==> config.mk <==
export PLATFORM = sky130hd
export DESIGN_NAME = key_debounce_arbiter_flat
export DESIGN_NICKNAME = d
export VERILOG_FILES = /design/src/rtl/key_debounce_arbiter_pkg.sv /design/src/rtl/key_debounce_arbiter_if.sv /design/src/rtl/key_debounce_arbiter_sync.sv /design/src/rtl/key_debounce_arbiter.sv /design/src/flat_wrapper.sv
export SDC_FILE = /design/constraint.sdc
export NUM_CORES = 1
export LEC_CHECK = 0
export CAP_MARGIN = 20
export CORE_ASPECT_RATIO = 1.25
export CORE_MARGIN = 5
export CORE_UTILIZATION = 58
export CTS_CLUSTER_DIAMETER = 200
export DETAILED_ROUTE_END_ITERATION = 12
export PLACE_DENSITY = 0.79
export SLEW_MARGIN = 5
export SYNTH_ARGS = -nofsm -noshare
export SYNTH_HDL_FRONTEND = slang
export SYNTH_SLANG_ARGS = --single-unit
export TNS_END_PERCENT = 5
==> constraint.sdc <==
create_clock -name clk -period 2.4 [get_ports clk]
set_input_delay 0.48 -clock clk [delete_from_list [all_inputs] [get_ports clk]]
set_output_delay 0.48 -clock clk [all_outputs]
set_load 0.1 [all_outputs]
==> src/rtl/key_debounce_arbiter_pkg.sv <==
// key_pkg: shared FSM encoding and key constants for the debounce arbiter
package key_pkg;

    typedef enum logic {
        ST_IDLE   = 1'b0,
        ST_FILTER = 1'b1
    } state_t;

    localparam int   DEBOUNCE_20MS = 1000000;
    localparam logic KEY_RELEASED  = 1'b1;

endpackage

==> src/rtl/key_debounce_arbiter_if.sv <==
// key_debounce_arbiter_if: raw key pins in, debounced state and change events out
interface key_debounce_arbiter_if #(
    parameter int NUM_KEYS = 4,
    parameter int IDX_W    = $clog2(NUM_KEYS)
);

    logic [NUM_KEYS-1:0] key_in;
    logic [NUM_KEYS-1:0] key_state;
    logic                key_flag;
    logic [IDX_W-1:0]    key_idx;
    logic                busy;

    modport master (
        output key_in,
        input  key_state, key_flag, key_idx, busy
    );

    modport slave (
        input  key_in,
        output key_state, key_flag, key_idx, busy
    );

endinterface

==> src/rtl/key_debounce_arbiter_sync.sv <==
// key_sync_bank: two-flop synchronizer per key, resets to the released level
module key_sync_bank
    import key_pkg::*;
#(
    parameter int NUM_KEYS = 4
) (
    input  logic                clk,
    input  logic                rst_n,
    input  logic [NUM_KEYS-1:0] i_d,
    output logic [NUM_KEYS-1:0] o_q
);

    logic [NUM_KEYS-1:0] r_s1;
    logic [NUM_KEYS-1:0] r_s2;

    // shift raw pins through two flops to tame metastability
    always_ff @(posedge clk or negedge rst_n) begin
        if (!rst_n) begin
            r_s1 <= {NUM_KEYS{KEY_RELEASED}};
            r_s2 <= {NUM_KEYS{KEY_RELEASED}};
        end else begin
            r_s1 <= i_d;
            r_s2 <= r_s1;
        end
    end

    assign o_q = r_s2;

endmodule

==> src/rtl/key_debounce_arbiter.sv <==
// key_debounce_arbiter: debounces many keys with one round-robin-shared counter
module key_debounce_arbiter
    import key_pkg::*;
#(
    parameter int NUM_KEYS = 4,
    parameter int CNT_MAX  = DEBOUNCE_20MS,
    parameter int IDX_W    = $clog2(NUM_KEYS),
    parameter int CNT_W    = $clog2(CNT_MAX)
) (
    input  logic                   clk,
    input  logic                   rst_n,
    key_debounce_arbiter_if.slave  bus
);

    state_t              r_state;
    state_t              w_state_nxt;
    logic [CNT_W-1:0]    r_cnt;
    logic [CNT_W-1:0]    w_cnt_nxt;
    logic [IDX_W-1:0]    r_sel;
    logic [IDX_W-1:0]    w_sel_nxt;
    logic [IDX_W-1:0]    r_ptr;
    logic [IDX_W-1:0]    w_ptr_nxt;
    logic [NUM_KEYS-1:0] r_key_state;
    logic [NUM_KEYS-1:0] w_key_state_nxt;
    logic                r_flag;
    logic                w_flag_nxt;
    logic [IDX_W-1:0]    r_idx;
    logic [IDX_W-1:0]    w_idx_nxt;
    logic [NUM_KEYS-1:0] w_ksync;
    logic [NUM_KEYS-1:0] w_pend;
    logic [IDX_W-1:0]    w_sel_inc;

    // first pending key at or after ptr, wrapping around the key count
    function automatic logic [IDX_W-1:0] rr_pick(
        input logic [NUM_KEYS-1:0] p,
        input logic [IDX_W-1:0]    ptr
    );
        logic             found;
        logic [IDX_W-1:0] k;
        rr_pick = ptr;
        found   = 1'b0;
        for (int i = 0; i < NUM_KEYS; i++) begin
            k = IDX_W'((int'(ptr) + i) % NUM_KEYS);
            if (!found && p[k]) begin
                rr_pick = k;
                found   = 1'b1;
            end
        end
    endfunction

    key_sync_bank #(.NUM_KEYS(NUM_KEYS)) u_sync (
        .clk   (clk),
        .rst_n (rst_n),
        .i_d   (bus.key_in),
        .o_q   (w_ksync)
    );

    // a key needs service for as long as its synced level disagrees with the debounced one
    assign w_pend    = w_ksync ^ r_key_state;
    assign w_sel_inc = (r_sel == IDX_W'(NUM_KEYS - 1)) ? '0 : r_sel + 1'b1;

    // state and datapath registers
    always_ff @(posedge clk or negedge rst_n) begin
        if (!rst_n) begin
            r_state     <= ST_IDLE;
            r_cnt       <= '0;
            r_sel       <= '0;
            r_ptr       <= '0;
            r_key_state <= {NUM_KEYS{KEY_RELEASED}};
            r_flag      <= 1'b0;
            r_idx       <= '0;
        end else begin
            r_state     <= w_state_nxt;
            r_cnt       <= w_cnt_nxt;
            r_sel       <= w_sel_nxt;
            r_ptr       <= w_ptr_nxt;
            r_key_state <= w_key_state_nxt;
            r_flag      <= w_flag_nxt;
            r_idx       <= w_idx_nxt;
        end
    end

    // grant, filter, abort on bounce (which beats terminal count), or commit
    always_comb begin
        w_state_nxt     = r_state;
        w_cnt_nxt       = r_cnt;
        w_sel_nxt       = r_sel;
        w_ptr_nxt       = r_ptr;
        w_key_state_nxt = r_key_state;
        w_flag_nxt      = 1'b0;
        w_idx_nxt       = r_idx;
        case (r_state)
            ST_IDLE: begin
                if (|w_pend) begin
                    w_sel_nxt   = rr_pick(w_pend, r_ptr);
                    w_cnt_nxt   = '0;
                    w_state_nxt = ST_FILTER;
                end
            end
            ST_FILTER: begin
                if (w_ksync[r_sel] == r_key_state[r_sel]) begin
                    w_cnt_nxt   = '0;
                    w_ptr_nxt   = w_sel_inc;
                    w_state_nxt = ST_IDLE;
                end else if (r_cnt == CNT_W'(CNT_MAX - 1)) begin
                    w_key_state_nxt[r_sel] = ~r_key_state[r_sel];
                    w_flag_nxt             = 1'b1;
                    w_idx_nxt              = r_sel;
                    w_ptr_nxt              = w_sel_inc;
                    w_cnt_nxt              = '0;
                    w_state_nxt            = ST_IDLE;
                end else begin
                    w_cnt_nxt = r_cnt + 1'b1;
                end
            end
            default: w_state_nxt = ST_IDLE;
        endcase
    end

    assign bus.key_state = r_key_state;
    assign bus.key_flag  = r_flag;
    assign bus.key_idx   = r_idx;
    assign bus.busy      = (r_state == ST_FILTER);

endmodule
==> src/flat_wrapper.sv <==
// flat-port wrapper written by rule: the top's interface ports become plain ports
module key_debounce_arbiter_flat import key_pkg::*;
#(
    parameter int NUM_KEYS = 4,
    parameter int CNT_MAX  = DEBOUNCE_20MS,
    parameter int IDX_W    = $clog2(NUM_KEYS),
    parameter int CNT_W    = $clog2(CNT_MAX)
)
  (clk, rst_n, bus_key_in, bus_key_state, bus_key_flag, bus_key_idx, bus_busy);
  key_debounce_arbiter_if #(.NUM_KEYS(NUM_KEYS), .IDX_W(IDX_W)) bus_i ();
  input  logic clk;
  input  logic rst_n;
  input wire logic [$bits(bus_i.key_in)-1:0] bus_key_in;
  output wire logic [$bits(bus_i.key_state)-1:0] bus_key_state;
  output wire logic [$bits(bus_i.key_flag)-1:0] bus_key_flag;
  output wire logic [$bits(bus_i.key_idx)-1:0] bus_key_idx;
  output wire logic [$bits(bus_i.busy)-1:0] bus_busy;
  assign bus_i.key_in = bus_key_in;
  assign bus_key_state = bus_i.key_state;
  assign bus_key_flag = bus_i.key_flag;
  assign bus_key_idx = bus_i.key_idx;
  assign bus_busy = bus_i.busy;
  key_debounce_arbiter #(.NUM_KEYS(NUM_KEYS), .CNT_MAX(CNT_MAX), .IDX_W(IDX_W), .CNT_W(CNT_W)) u_core (.clk(clk), .rst_n(rst_n), .bus(bus_i));
endmodule
* Yosys cells after proc, flatten, opt, wreduce, memory -nomap -nowiden
Cells that the tools add are included.
** Cells by class
- Add/subtract/negate cells :: 5
- $lt $le $gt $ge :: 6
- Eq/ne operators :: 4
- Mux-type cells :: 41
- Bitwise operators :: 4
- Reductions and logical operators :: 12
** Operators with widths (number)
- 20-bit two-way mux :: 3
- 20-bit case mux with 2 select lines :: 1
- 1-bit two-way mux :: 22
- 20-bit by 1-bit adder with 20-bit output (second input constant) :: 1
- 20-bit equality test (second input constant) :: 1
- 2-bit by 3-bit less-than comparator with 1-bit output (second input constant) :: 5
- 1-bit binary-select mux with 2-bit select :: 6
- 2-bit two-way mux :: 6
- 2-bit by 1-bit adder with 2-bit output (second input constant) :: 2
- 2-bit adder (second input constant) :: 2
- 4-bit bitwise mux :: 1
- 1-bit logical AND :: 4
- 2-bit AND reduction :: 2
- 4-bit OR reduction :: 1
- 4-bit XOR :: 1
- 1-bit logical NOT :: 3
- 1-bit NOT :: 3
- 3-bit AND reduction :: 1
- 1-bit demux with 2-bit select :: 1
- 2-bit equality test (second input constant) :: 1
- 2-bit by 1-bit >= comparator with 1-bit output (second input constant) :: 1
- 2-bit by 1-bit inequality test with 1-bit output (second input constant) :: 1
- 1-bit case mux with 2 select lines :: 1
- 2-bit nonzero test :: 1
- 1-bit equality test :: 1
** Word-level totals
- Flip-flop bits (word level) :: 40
- Input bits :: 6
- Output and inout bits :: 8
- Word-level logic and storage cells :: 81

* Logic depth before layout (Yosys ltp)
Gate-level depths: netlist (run 1).
- Depth after elaboration :: 19
- Mapped depth :: 7
- Gate-level depth less buffers :: 6

* Modules after synthesis
From an unflattened synthesis (run 1), not the netlist that was laid out.
** Second synthesis, totals
- Cell total of the unflattened synthesis :: 207
- Area total of the unflattened synthesis :: 2133.3 um^2
** By module, submodules not included
- key_debounce_arbiter :: instances 1, cells each 199, area an instance 1923.1 um^2, seq. area each 805.8 um^2
- key_sync_bank :: instances 1, cells each 8, area an instance 210.2 um^2, seq. area each 210.2 um^2

* Worst setup path after synthesis (run 1)
OpenSTA, ideal clock, no wires.
- Kind :: register -> register
- From :: reg u_core.r_key_state[3], in the netlist u_core.bus.key_state[3]
- To :: reg u_core.r_state, in the netlist u_core.bus.busy
- Library setup time :: 127 ps
- Arrival :: 2214 ps
- Data required time :: 2273 ps
- Path slack :: 59 ps
- Cell stages (with the launch flop) :: 6
- Path buffers :: 1
- Clock period less this slack :: 2341 ps
- Path through :: dfstp_2 > xor2_1 > mux4_2 > o211a_1 > buf_2 > or2_2
** Between the ends
- Cells in the longest elaborated chain, start to end :: 5
- Elaborated cells between the ends (all ways) :: 8
- Classes of those cells :: 1 x eq/ne; 5 x mux; 1 x bitwise; 1 x reduce/logical
** RTL lines
- start, declared :: line key_debounce_arbiter.sv:23 : logic [NUM_KEYS-1:0] r_key_state;
- start signal, assigned :: line key_debounce_arbiter.sv:69 : r_key_state <= {NUM_KEYS{KEY_RELEASED}};
- start signal, assigned :: line key_debounce_arbiter.sv:77 : r_key_state <= w_key_state_nxt;
- 1-bit binary-select mux with 2-bit select :: line key_debounce_arbiter.sv:101 : if (w_ksync[r_sel] == r_key_state[r_sel]) begin
- 1-bit two-way mux (not written as such) :: line key_debounce_arbiter.sv:101
- 1-bit equality test :: line key_debounce_arbiter.sv:101
- 1-bit two-way mux :: line key_debounce_arbiter.sv:101
- 1-bit case mux with 2 select lines * :: line key_debounce_arbiter.sv:92 : case (r_state)
- via u_core.w_state_nxt :: line key_debounce_arbiter.sv:16 : state_t w_state_nxt;
- end signal, assigned :: line key_debounce_arbiter.sv:73 : r_state <= w_state_nxt;
- end, declared :: line key_debounce_arbiter.sv:15 : state_t r_state;
The timed path passes the listed nets; every way through them passes the cells marked *. The select of a mux whose other input is x is not followed.
A chain may end at the register's enable or synchronous reset.

* Final worst setup path (run 1)
- From :: reg u_core.r_cnt[0]
- To :: reg u_core.r_key_state[3], in the netlist u_core.bus.key_state[3]
** Between the ends
- Cells in the longest elaborated chain, start to end :: 2
** RTL lines
- start, declared :: line key_debounce_arbiter.sv:17 : logic [CNT_W-1:0] r_cnt;
- start signal, assigned :: line key_debounce_arbiter.sv:74 : r_cnt <= w_cnt_nxt;
- 20-bit equality test :: line key_debounce_arbiter.sv:105 : end else if (r_cnt == CNT_W'(CNT_MAX - 1)) begin
- 3-bit AND reduction (no line)
Every way passes these cells.

==> results.md, run 1 <==
- Wirelength per Cell: 15.00 um
- Worst-path maximum fanout: 7
- Initial DRC count: 84
- GRT Util Overall: 0.1702
- Syn Std Cell Area: ~2000 um^2
- Worst Path Arrival: 2390 ps
- Layout cells sized above 1: 0.2353
- Tcrit/Tclk final: 0.9064
- Final hold violation count: 0
- Vias in the first global route: around 1.5k
- Total gr overflow: 0
- Routed WL: 3.646 mm
- Sequential share of the synthesized area: 0.4991
- Fill count: between 200 and 300
- Min-Delay Path Class: primary input to async pin
- Mean Syn Cell Area: 11.06 um^2
- Initial antenna violation count: 0
- Vias per std cell: about 6.0
- Synth cell types: 39
- Fin area: 2290 um^2
- Hold_buf cts: 0
- Largest net degree at the start of global routing: ~40
- Total CTS buffers: 5
- Rel. slew slack: 0.4408
- Power density over cell area: 767.0 nW/um^2
- Critical path's top delay family: simple AND/OR/NAND/NOR gates
- # port buffers: 13
- Setup TNS: 0 ps
- Multi-input gate area: 972.2 um^2
- Reg area: 1016 um^2
- Worst-path cell chain: ha_1 > nand4_2 > or3_4 > nor4b_4 > nand2_1 > mux2_1
- Synth top area cells: dfrtp_1, dfstp_2, a22o_1
- Largest area contributor in the synthesized netlist: dfrtp_1
- Cell with the largest stage delay on the worst path: nor4b_4
- Most common cell after layout, fill and taps aside: dfrtp_1
- Worst Path Required: around 2600 ps
- I/O pins: 14
- Clock-pin transition on the worst setup and hold timing paths: around 80 ps
- Final antenna-violating net count: 0
- Row Count: 24
- Post-synth EDFFs: 0
- Worst Skew: 6.790 ps
- Mapped Cells: around 180
- Die Wd: 62.99 um
- Synth-to-Final Area Change: 12.48%
- First-pass GRT wire length: between 6 and 7 mm
- DRC violations left: 0
- Nets: ~210
- Routability Congestion: roughly 0.8
- Root Buffer: clkbuf_8
- FF+latch count, synth: 40
- Yosys top cell area share: 0.3442
- Util after Layout: 0.6630
- Clk_lat worst skew: 290 ps
- Status: finished, final reports clean
- H-tree level count: 2
- Crit. End Element: flip-flop
- F_max: roughly 0.46 GHz
- Slew @ Worst Pin: approximately 840 ps
- DP Area: around 2200 um^2
- CTS sink cnt: 40
- Core footprint: approximately 3500 um^2
- Starting Density: 0.5895
- Startpoint Class: flip-flop
- Pre-Repair DR Iteration Count: 5
- Full die area: between 4000 and 5000 um^2
- Via Count: ~1.5k
- Syn nets: roughly 200
- # setup viols final: 0
- VDD IR max: 472.3 uV
- Post-synthesis async set-or-reset flop share: 1.000
- Yosys warning count: 0
- Minimum hold slack: a little under 300 ps
- Ys flop type: dfrtp_1
- CTS tree: built
- Die H: ~76 um
- Most frequent cells in the layout: dfrtp_1, nand2_1, a22o_1, buf_4
- Final Critical Period: 2175 ps
- Max cap viols: 0
- CP Buf/Inv Count: 0
- Clock Path Buffers: 2
- Leakage: 0.001038 uW
- ANT cells: 0
- DP Wirelength: roughly 2.6 mm
- RSZ-0062 raised after global routing: false
- Setup Crit Path Kind: flip-flop to flip-flop
- Critical Path Max Stage Delay: ~460 ps
- Max Slew Vio Count: 0
## path summary, 6_finish.rpt
kind	slack [ps]	cells past startpoint	start	to
worst max-delay path	220	6	u_core.r_cnt[0]	u_core.bus.key_state[3]
worst min register to register	360	0	u_core.u_sync.r_s1[2]	u_core.u_sync.o_q[2]
worst max register to register	220	6	u_core.r_cnt[0]	u_core.bus.key_state[3]
worst min-delay path	290	1	rst_n	u_core.r_cnt[13]
min in group clk	360	0	u_core.u_sync.r_s1[2]	u_core.u_sync.o_q[2]
max in group asynchronous	1570	1	rst_n	u_core.r_cnt[5]
## per-stage QoR
step / power [uW] / instances / worst slack (ps)
after floorplan: 1205 / 184 / 58.76
after global placement: 1315 / 235 / 246.3
after detailed placement: 1332 / 235 / 165.5
after CTS: 1772 / 243 / 157.4
after global routing: 1880 / 243 / 85.60
final: 1756 / 243 / 224.5
## state kept, by name, indices dropped and copies added (netlist names)
signal                flops
u_core.r_cnt             20
u_core.u_sync.r_s1        4
u_core.u_sync.o_q         4
u_core.r_sel              2
u_core.bus.key_idx        2
u_core.bus.busy           1
u_core.r_ptr              2
u_core.bus.key_state      4
u_core.bus.key_flag       1
## power breakdown
part           switching (uW)  total (uW)  internal (uW)
registers                75.5         820            745
logic                     315         506            190
clock network             228         431            202
## area by class of cell
type                            count  area share
Sequential cell                    40      0.4437
Multi-Input combinational cell    132      0.4246
Timing Repair Buffer               18     0.06230
Clock buffer                        5     0.03005
Tap cell                           39     0.02131
Inverter                            6    0.009836
Clock inverter                      3    0.008197
## worst reg2reg max path: cells and delay by family, from the launching register on
family | cells | cell delay, ps
AND/OR/NAND/NOR | 4 | 1120
multiplexers | 1 | 330
flip-flops | 1 | 410
adder cells (fa/ha/maj) | 1 | 250
## timing repair
item / CTS / global route
endpoints found under the setup margin: 0 / 1
gates resized for setup: 0 / 1
hold endpoints to repair: 0 / 0
buffers inserted: 0 / 0
## synth_stat cells, types with 2 or more instances
master,number
a21oi_1,5
a22o_1,13
a31oi_1,2
buf_2,2
clkbuf_1,4
dfrtp_1,28
dfstp_2,12
ha_1,5
inv_1,6
mux2_1,4
mux2_2,6
mux2i_1,2
nand2_1,17
nand3_1,11
nand3b_1,2
nand4_1,5
nor2_1,10
nor3_1,2
o21ai_0,7
o22ai_1,2
or2_2,2
xnor2_1,12
xor2_1,9
## kinds of logic (layout without fill, tap and decap cells)
group	count (synthesis)	after routing	synth area share
AO/OA/AOI/OAI	34	34	0.1199
flip-flops	40	40	0.4991
multiplexers	13	13	0.07621
AND/OR/NAND/NOR	59	59	0.1604
XOR/XNOR	21	21	0.09035
buffers and inverters	12	32	0.02335
adder cells (fa/ha/maj)	5	5	0.03073
## layer usage
metal / up-vias / part of all wire / GRT usage
li1: 699 / - / -
met2: 23 / 0.54 / 0.2926
met1: 726 / 0.42 / 0.2011
met3: 4 / 0.033 / 0.04572
met5: - / 0 / 0
met4: 0 / 0.0058 / 0.05945
(Power assumes the default switching activity.)
==> run 2, diff against run 1 <==
--- a/config.mk
+++ b/config.mk
@@ -8,12 +8,15 @@
 export CAP_MARGIN = 20
 export CORE_ASPECT_RATIO = 1.25
 export CORE_MARGIN = 5
-export CORE_UTILIZATION = 58
+export CORE_UTILIZATION = 65
+export CTS_BUF_LIST = sky130_fd_sc_hd__clkbuf_4
 export CTS_CLUSTER_DIAMETER = 200
 export DETAILED_ROUTE_END_ITERATION = 12
-export PLACE_DENSITY = 0.79
+export DONT_BUFFER_PORTS = 1
+export PLACE_DENSITY = 0.81
 export SLEW_MARGIN = 5
 export SYNTH_ARGS = -nofsm -noshare
 export SYNTH_HDL_FRONTEND = slang
+export SYNTH_HIERARCHICAL = 1
 export SYNTH_SLANG_ARGS = --single-unit
 export TNS_END_PERCENT = 5
==> run 2 against run 1 <==
Against the previous run:
- die area down 5.6%
- cell area rose by 0.38%
- global-route usage up 5.9 points
- critical path type unchanged
==> results.md, run 2 <==
- Final Critical Period: 2209 ps (+34.02 ps)
- Mapped Cells: 207 (+13%)
- GR met1 Demand/Resource: 0.2885 (+0.08733)
- Top cells by count, synth: dfrtp_1, nand2_1, nand3_1, o21ai_0, dfstp_2
- Sw power: 697.3 uW (+13%)
- Placed cell count: 246 (+4.7%)
- H-tree level count: 2 (unchanged)
- Startpoint Class: flip-flop
- Clock Path Buffers: 2 (unchanged)
- M2 GR Usage: 0.3812 (+0.08857)
- CP Buf/Inv Count: 1 (+1)
- Logic pwr share: 0.335 (+0.047)
- Syn nets: 218 (+12%)
- F_max: 0.4526 GHz (-1.5%)
- Layout cells sized above 1: 0.2283 (-0.006984)
- Max cap viols: 0 (unchanged)
- Yosys top cell area share: 0.3284 (-0.01575)
- Max reg flops: 20 (unchanged)
- Clk_lat worst skew: 340 ps (+50 ps)
- Post-synthesis async set-or-reset flop share: 1.000 (unchanged)
- DP Wirelength: 3.255 mm (+23%)
- Largest area contributor in the synthesized netlist: dfrtp_1
- CTS tree: built
- Routability Congestion: 0.9238 (+12%)
- Mux contribution to synthesized area: 0.07801 (+0.001792)
- Critical path's top delay family: compound AO/OA/AOI/OAI gates
- Most frequent cells in the layout: dfrtp_1, nand2_1, nand3_1, o21ai_0, dfstp_2
- Max Slew Vio Count: 0 (unchanged)
- Via Count: 1670 (+15%)
- Syn Std Cell Area: 2133 um^2 (+4.8%)
- Routed WL: 4.509 mm (+24%)
- Power density over cell area: 770.1 nW/um^2 (+0.40%)
- Wirelength per Cell: 17.61 um (+17%)
- Mean Syn Cell Area: 10.31 um^2 (-6.8%)
- Clock Power Share: 0.187 (-0.058)
- GRT Util Overall: 0.2288 (+0.05857)
- Worst Path Required: 2670 ps (+50 ps)
- Total CTS buffers: 5 (unchanged)
- Full die area: 4535 um^2 (-5.6%)
- Vias per std cell: 6.523 (+9.2%)
- Worst Skew: 7.036 ps (+0.2456 ps)
- Synth-to-Final Area Change: 7.742%
- Setup TNS: 0 ps (unchanged)
- # setup viols final: 0 (unchanged)
- Net Sw Frac: 0.3939 (+0.04145)
- Row Count: 23 (-4.2%)
- Synth cell types: 45 (+15%)
- Total gr overflow: 0 (unchanged)
- Tcrit/Tclk final: 0.9206 (+0.01417)
- I/O pins: 14 (unchanged)
- Main combinational cell family by area after synthesis: simple AND/OR/NAND/NOR gates
- Post-synth EDFFs: 0 (unchanged)
- Setup Crit Path Kind: flip-flop to flip-flop
- Pre-Repair DR Iteration Count: 6 (+1)
- Dpl ws: 206.2 ps (+40.71 ps)
- VDD IR max: 712.9 uV (+51%)
- Synth Area in Compound Gates: 0.1191 (-0.0007909)
- Rel. slew slack: 0.3934 (-0.04746)
- Power, Total: 1770 uW (+0.78%)
- RSZ-0062 raised after global routing: true
- Simple-gate share of the synthesized area: 0.2152 (+0.05483)
- DRC violations left: 0 (unchanged)
- CTS sink cnt: 40 (unchanged)
- ANT cells: 0 (unchanged)
- Starting Density: 0.6678 (+0.07835)
- Worst Path Arrival: 2480 ps (+90 ps)
- Worst-path maximum fanout: 13 (+6)
- Final antenna-violating net count: 0 (unchanged)
- Yosys warning count: 6 (+6)
- Worst-path cell chain: inv_1 > mux4_2 > a211oi_4 > a21oi_1 > o21ai_0
- Critical Path Max Stage Delay: 620 ps (+160 ps)
- Synth top area cells: dfrtp_1, dfstp_2, mux2_2
- Nets: 229 (+7.0%)
- Initial DRC count: 187 (+120%)
- Internal Power: 1073 uW (-5.7%)
- Die H: 74.05 um (-2.9%)
- Ys flop type: dfrtp_1
- FF+latch count, synth: 40 (unchanged)
- Vias in the first global route: 1590 (+5.5%)
- First-pass GRT wire length: 7.700 mm (+15%)
- Reg power frac: 0.478 (+0.011)
- Final hold violation count: 0 (unchanged)
- Slew @ Worst Pin: 910.0 ps (+71.18 ps)
- Core footprint: 3194 um^2 (-7.5%)
- Cell with the largest stage delay on the worst path: mux4_2
- Largest net degree at the start of global routing: 41 (unchanged)
- Status: finished, final reports clean
- Root Buffer: clkbuf_4
- Clock-pin transition on the worst setup and hold timing paths: 120 ps (+40 ps)
- Top-count cell post-synth: dfrtp_1
- Most common cell after layout, fill and taps aside: dfrtp_1
- M3 GR Usage: 0.04514 (-0.0005838)
- Adder-cell share of the synthesized area: 0.02933 (-0.001406)
- Initial antenna violation count: 0 (unchanged)
- Crit. End Element: flip-flop
- # port buffers: 0 (-13)
- Sequential share of the synthesized area: 0.4762 (-0.02283)
- Die Wd: 61.24 um (-2.8%)
- Busiest grt layer: met2
- Min-Delay Path Class: primary input to flip-flop
- Leakage: 0.001001 uW (-3.5%)
- Worst Slack Setup Final: 190.5 ps (-34.02 ps)
- Minimum hold slack: 115.5 ps (-176.3 ps)
- Largest Register: u_core/r_cnt
- Finished Layout Cells: 256 (+5.3%)
- Post-Synth XOR/XNOR Area: 0.04927 (-0.04108)
run 2: cell types whose count changed after synthesis, moves of 3 or more:
cell     previous run  this run
mux2_1              4         0
a21o_1              0         4
o21ai_1             0         3
o21ai_0             7        16
xnor2_1            12         6
a22o_1             13         3
nand3_1            11        16
mux2_2              6         9
inv_1               6         9
xor2_1              9         6
or3_1               0         9
run 2: logic make-up after synthesis:
| group | Yosys count |
|---|---|
| flops | 40 |
| simple gates | 83 |
| xor+xnor | 12 |
| fa+ha+maj | 5 |
| buf+inv | 15 |
| compound gates | 39 |
| mux | 13 |
run 2: final timing paths:
check                                            from                     to  slack, ps  cells after the start
worst max-delay path                  u_core/r_sel[0]        u_core/r_cnt[4]        190                      5
worst max register to register        u_core/r_sel[0]        u_core/r_cnt[4]        190                      5
max in group asynchronous                       rst_n   u_core/u_sync/o_q[3]       1580                      2
worst min-delay path                    bus_key_in[2]  u_core/u_sync/r_s1[2]        120                      0
min in group asynchronous                       rst_n        u_core/r_cnt[7]        570                      2
worst min register to register  u_core/u_sync/r_s1[3]   u_core/u_sync/o_q[3]        360                      0
run 2: power by group through the flow:
stage	clock network [uW]	registers [uW]	logic, uW
2_1_floorplan	0	876	431
3_3_place_gp	0	849	537
3_5_place_dp	0	854	558
4_1_cts	342	841	580
5_1_grt	375	860	650
6_report	331	846	593
run 2: through the flow:
| step | util | cell area (um^2) |
|---|---|---|
| after detailed placement | 0.6898 | 2203 |
| after floorplan | - | 2133 |
| after global placement | 0.6898 | 2203 |
| after CTS | 0.7168 | 2290 |
| final | 0.7195 | 2298 |
| after global routing | 0.7195 | 2298 |
run 2: cell type report:
class	instances	area, um^2
Clock inverter	3	18.77
Inverter	9	33.78
Clock buffer	5	37.54
Sequential cell	40	1016
Fill cell	214	895.9
Tap cell	37	46.29
Multi-Input combinational cell	152	1056
Timing Repair Buffer	10	90.09
run 2: per-layer routing:
| metal | wire length [um] | part of all wire |
|---|---|---|
| met1 | 1726 | 0.38 |
| met2 | 2448 | 0.54 |
| met3 | 240 | 0.053 |
| met4 | 93 | 0.021 |
| met5 | 0 | 0 |
run 2: timing repair:
action | 4_1_cts | 5_1_grt
hold buffers | 2 | 0
endpoints found under the setup margin | 0 | 2
resized for setup | 0 | 1
setup buffers | 0 | 0
hold endpoints to repair | 40 | 0
